===== src/rtl/sr_ff_bank.sv =====
// sr_ff_bank: WIDTH mode-selectable storage bits (D / T / JK / SR) sharing one
// clock, reset, enable and mode. SR=11 resolves to a defined value chosen by
// SR_POLICY. Each SR=11 event is also logged in sticky per-bit flags and in a
// saturating per-edge event counter.
module sr_ff_bank #(
    parameter int               WIDTH     = 8,
    parameter logic [WIDTH-1:0] RESET_VAL = {WIDTH{1'b0}},
    parameter int               SR_POLICY = 0,
    parameter int               CNT_W     = 8
) (
    input  logic             clk,
    input  logic             rst,
    input  logic             en,
    input  logic [1:0]       mode,
    input  logic [WIDTH-1:0] a,
    input  logic [WIDTH-1:0] b,
    input  logic             clr,
    output logic [WIDTH-1:0] q,
    output logic [WIDTH-1:0] qbar,
    output logic [WIDTH-1:0] err_bits,
    output logic             sr_err,
    output logic [CNT_W-1:0] err_cnt
);

    localparam logic [1:0]       MODE_D  = 2'b00;
    localparam logic [1:0]       MODE_T  = 2'b01;
    localparam logic [1:0]       MODE_JK = 2'b10;
    localparam logic [CNT_W-1:0] CNT_MAX = {CNT_W{1'b1}};

    logic [WIDTH-1:0] q_next;
    logic [WIDTH-1:0] ill;
    logic [WIDTH-1:0] err_bits_next;
    logic [CNT_W-1:0] err_cnt_base;
    logic [CNT_W-1:0] err_cnt_next;

    // Resolution of S=R=1. Unknown policy values fall back to hold, so q
    // always stays at a known value.
    function automatic logic sr_illegal_next(input logic cur);
        case (SR_POLICY)
            1:       return 1'b0;
            2:       return 1'b1;
            3:       return ~cur;
            default: return cur;
        endcase
    endfunction

    // Per-bit next state for the selected mode
    always_comb begin
        q_next = q;
        for (int i = 0; i < WIDTH; i++) begin
            case (mode)
                MODE_D: q_next[i] = a[i];
                MODE_T: q_next[i] = q[i] ^ a[i];
                MODE_JK: begin
                    case ({a[i], b[i]})
                        2'b01:   q_next[i] = 1'b0;
                        2'b10:   q_next[i] = 1'b1;
                        2'b11:   q_next[i] = ~q[i];
                        default: q_next[i] = q[i];
                    endcase
                end
                default: begin
                    case ({a[i], b[i]})
                        2'b01:   q_next[i] = 1'b0;
                        2'b10:   q_next[i] = 1'b1;
                        2'b11:   q_next[i] = sr_illegal_next(q[i]);
                        default: q_next[i] = q[i];
                    endcase
                end
            endcase
        end
    end

    // Illegal-event detection and error bookkeeping. The clear is applied
    // first, so an event on a clearing edge is still recorded.
    always_comb begin
        ill           = (en && mode == 2'b11) ? (a & b) : '0;
        err_bits_next = (clr ? '0 : err_bits) | ill;
        err_cnt_base  = clr ? '0 : err_cnt;
        err_cnt_next  = err_cnt_base;
        if ((|ill) && err_cnt_base != CNT_MAX) begin
            err_cnt_next = err_cnt_base + CNT_W'(1);
        end
    end

    // Storage bits; the whole bank holds while en is low
    always_ff @(posedge clk or posedge rst) begin
        if (rst) begin
            q <= RESET_VAL;
        end else if (en) begin
            q <= q_next;
        end
    end

    // Error state; updated every edge so that clr works while en is low
    always_ff @(posedge clk or posedge rst) begin
        if (rst) begin
            err_bits <= '0;
            err_cnt  <= '0;
        end else begin
            err_bits <= err_bits_next;
            err_cnt  <= err_cnt_next;
        end
    end

    assign qbar   = ~q;
    assign sr_err = |err_bits;

endmodule

===== config.mk =====
export PLATFORM = sky130hd
export DESIGN_NAME = sr_ff_bank
export DESIGN_NICKNAME = d
export VERILOG_FILES = /design/src/rtl/sr_ff_bank.sv
export SDC_FILE = /design/constraint.sdc
export NUM_CORES = 1
export LEC_CHECK = 0
export CAP_MARGIN = 20
export CORE_UTILIZATION = 35
export DETAILED_ROUTE_END_ITERATION = 7
export GPL_TIMING_DRIVEN = 0
export SLEW_MARGIN = 20
export SYNTH_ARGS = -nofsm -noshare
export SYNTH_HDL_FRONTEND = slang
export SYNTH_SLANG_ARGS = --single-unit

===== constraint.sdc =====
create_clock -name clk -period 1.7 [get_ports clk]
set_input_delay 0.34 -clock clk [delete_from_list [all_inputs] [get_ports clk]]
set_output_delay 0.34 -clock clk [all_outputs]
set_load 0.02 [all_outputs]

==> results.md <==
| Quantity | Value |
| --- | --- |
| Result of the run | finished, violations left |
| Violations in the final reports | negative setup slack |
| Initial antenna violation count | 0 |
| Area Overhead vs Synth | 47.9% |
| Post-synthesis instance area | 0.00190 mm² |
| Power density over the cells | 639 mW/mm² |
| Smallest setup slack after layout | -0.0166 ns |
| Share of flip-flops with an asynchronous set or reset | 1.00 |
| Maximum Capacitance Violations | 0 |
| NumNets Final | 309 |
| Share of total power in the clock network | 0.226 |
| Net load switching power | 0.642 mW |
| Cell type with the highest aggregate area in the netlist | dfrtp_1 |
| Fraction of synthesized cell area taken by the top area cell type | 0.317 |
| Portion of total power attributed to combinational logic | 0.390 |
| Post-synth EDFFs | 0 |
| Maximum clock frequency | 0.583 GHz |
| Detailed Route Iter0 Violations | 117 |
| Synth top area cells | dfrtp_1 32%, ha_1 16%, inv_1 5.1% |
| Critical path peak fanout | 9 |
| Number of global-route vias before repair | 1541 |
| Total wire length | 4960 µm |
| Count of input and output buffers | 53 |
| Transition time at the pin with the least slew margin | 0.560 ns |
| Ports placed on the boundary | 55 |
| TritonCTS clock tree | built |
| Number of placement rows | 26 |
| Post-DP HPWL | 3670 µm |
| Most common library cell in the layout ignoring fill and taps | inv_1 |
| Wire length per cell | 14.9 µm |
| Vias per inst | 5.26 |
| Worst path required time | 1.86 ns |
| Endpoint arrival time on the critical path | 1.88 ns |
| First-pass GRT wire length | 7770 µm |
| Highest layer used for signal routing | met4 |
| CP Class | in -> reg |
| Die area | 0.00571 mm² |
| Cell count after synthesis | 204 |
| Largest net degree at the start of global routing | 25 |
| Internal power consumption | 1.15 mW |
| Remaining global-route overflow | 0 |
| Tot Pwr | 1.79 mW |
| Worst path max stage delay | 0.41 ns |
| Final instance area | 0.00280 mm² |
| Final cycle utilization of the critical path | 1.01 |
| Met3 wire length | 199 µm |
| Final Slew Violations | 0 |
| Clock Skews | 0.000599 ns |
| Worst Hold Margin | 0.294 ns |
| Fraction of power consumed by sequential logic | 0.384 |
| Number of detailed-routing iterations run before antenna repair | 4 |
| Aggregate global-route resource usage | 0.183 |
| Prevailing post-synth register cell | dfrtp_1 |
| Yosys Warn Count | 0 |
| Core footprint | 0.00517 mm² |
| Critical-path cell list | clkdlybuf4s15_1 > ha_4 > nor4_4 > and3_1 > buf_6 > or3_4 > mux2_4 |
| Hold Violations, Final | 0 |
| Switching fraction of total power | 0.358 |
| Final period demand of the worst path | 1.72 ns |
| Number of H-tree levels | 1 |
| Die Span X | 75.6 µm |
| #FFs+latches synth | 24 |
| Avg Inst Size Synth | 9.29 µm² |
| Number of CTS-inserted buffers | 3 |
| Clock transition at the registers of the reported paths | 0.09 ns |
| Post-placement worst setup slack | -0.821 ns |
| Proportion of layout cells with a drive suffix above 1 | 0.191 |
| Syn Nets | 250 |
| Source-to-sink clock delay at the later pin of the worst-skew pair | 0.27 ns |
| Number of nets still failing antenna checks after routing | 0 |
| Placed inst area | 0.00254 mm² |
| Num Clock Sinks | 24 |
| Number of buffers on the longest clock path | 2 |
| Headroom to the max-slew limit | 0.627 |
| Metal2 WL | 2330 µm |
| Number of diodes added for antenna fixing | 0 |
| Total number of vias | 1746 |
| Maximum resistive drop on vdd | 0.000276 V |
| Chip height | 75.6 µm |
| Initial cell density of the core | 0.366 |
| Tightest Hold Check Type | in -> async |
| Most frequent cells in the layout | 26 x inv_1, 22 x dfrtp_1, 20 x dlygate4sd2_1 |
| Post-route met1 wirelength | 2360 µm |
| Post-layout utilization of the core | 0.542 |
| Cell chosen for the clock root | clkbuf_8 |
| Unrepaired setup endpoints after global routing | yes |
| Post-synthesis cell type count | 46 |
| Standard cell with the maximum stage delay on the critical path | or3_4 |
| Weighted congestion at the end of routability-driven global placement | 0.808 |
| Share of the yosys chip area belonging to registers | 0.317 |
| Setup violations, final | 1 |
| Crit. End Element | register |
| Number of design rule violations left after detail routing | 0 |
| Standby leakage power | 1.39 nW |
| Crit start category | input port |
-- flip-flops by register name, indices dropped and copies added, names as in the netlist --
name      flops
err_bits      8
err_cnt       8
q             8
-- worst paths after layout --
kind	cells past startpoint	end	slack, ns	startpoint
worst max register to register	6	err_cnt[1]$_DFF_PP0_	-0.01	err_cnt[1]$_DFF_PP0_
worst min-delay path	2	err_bits[0]$_DFF_PP0_	0.29	rst
min in group clk	3	err_bits[2]$_DFF_PP0_	0.41	a[2]
worst max-delay path	7	err_cnt[1]$_DFF_PP0_	-0.02	a[0]
max in group asynchronous	3	err_cnt[0]$_DFF_PP0_	0.97	rst
worst min register to register	1	err_bits[2]$_DFF_PP0_	0.54	err_bits[2]$_DFF_PP0_
-- cell usage after synthesis (all sizes together) (2+ instances only) --
library cell and number:
a21oi 8, a222oi 5, a22o 7, a22oi 4, a2bb2oi 5, a31oi 3
and4b 2, buf 3, clkbuf 7, dfrtp 24, ha 24, inv 26
mux2i 3, nand2 12, nand3 3, nand3b 6, nand4 3, nor2 4
nor2b 10, nor3 5, nor4 3, o21ai 3, o22ai 2, o311ai 4
o31ai 2, or2 2, or4 2, xnor2 4, xor2 5
-- timing repair --
item / in CTS / in global routing
endpoints found under the setup margin: 28 / 20
buffers inserted: 3 / 0
hold buffers: 0 / 0
gates resized for setup: 82 / 16
pin swaps: 7 / 1
-- layout make-up --
class / instances / area [µm²]
Fill cell: 470 / 2370
Tap cell: 70 / 87.6
Buffer: 7 / 58.8
Clock buffer: 4 / 55.1
Multi-Input combinational cell: 144 / 1320
Inverter: 26 / 97.6
Sequential cell: 24 / 603
Timing Repair Buffer: 57 / 577
-- power groups by stage --
| stage | combinational, mW | sequential (mW) | clock, mW |
|---|---|---|---|
| after floorplan | 0.320 | 0.750 | 0 |
| after global placement | 0.701 | 0.698 | 0 |
| after detailed placement | 0.707 | 0.700 | 0 |
| after CTS | 0.704 | 0.690 | 0.421 |
| after global routing | 0.761 | 0.698 | 0.444 |
| final | 0.699 | 0.687 | 0.405 |
-- routing by layer --
metal / global-route usage / vias to the layer above
met4: 0.0617 / 0
met1: 0.250 / 822
met5: 0 / -
met3: 0.0198 / 5
met2: 0.301 / 54
li1: - / 865
-- cell families (layout without fill, tap and decap cells) --
logic type / count (synthesis) / in the layout / share of synthesized area
AOI/OAI and AO/OA: 51 / 51 / 0.206
xor gates and xnor gates: 9 / 9 / 0.0416
adders and majority gates: 24 / 24 / 0.158
buffers and inverters: 36 / 94 / 0.0779
DFF: 24 / 24 / 0.317
muxes: 4 / 4 / 0.0238
and+or+nand+nor: 56 / 56 / 0.176
-- worst max-delay path, delay by kind of cell --
kind | cells | cell delay (ns)
and+or+nand+nor | 3 | 0.62
buffers and inverters | 2 | 0.42
muxes | 1 | 0.30
adders and majority gates | 1 | 0.21
-- per-stage QoR --
stage                     instances  TNS [ns]
after detailed placement        327    -10.77
after CTS                       332   -0.0128
final                           332   -0.0166
after global routing            332    -0.100
after floorplan                 204   -0.0182
after global placement          327    -10.40
Note: power is estimated with default switching activity, not from simulation.
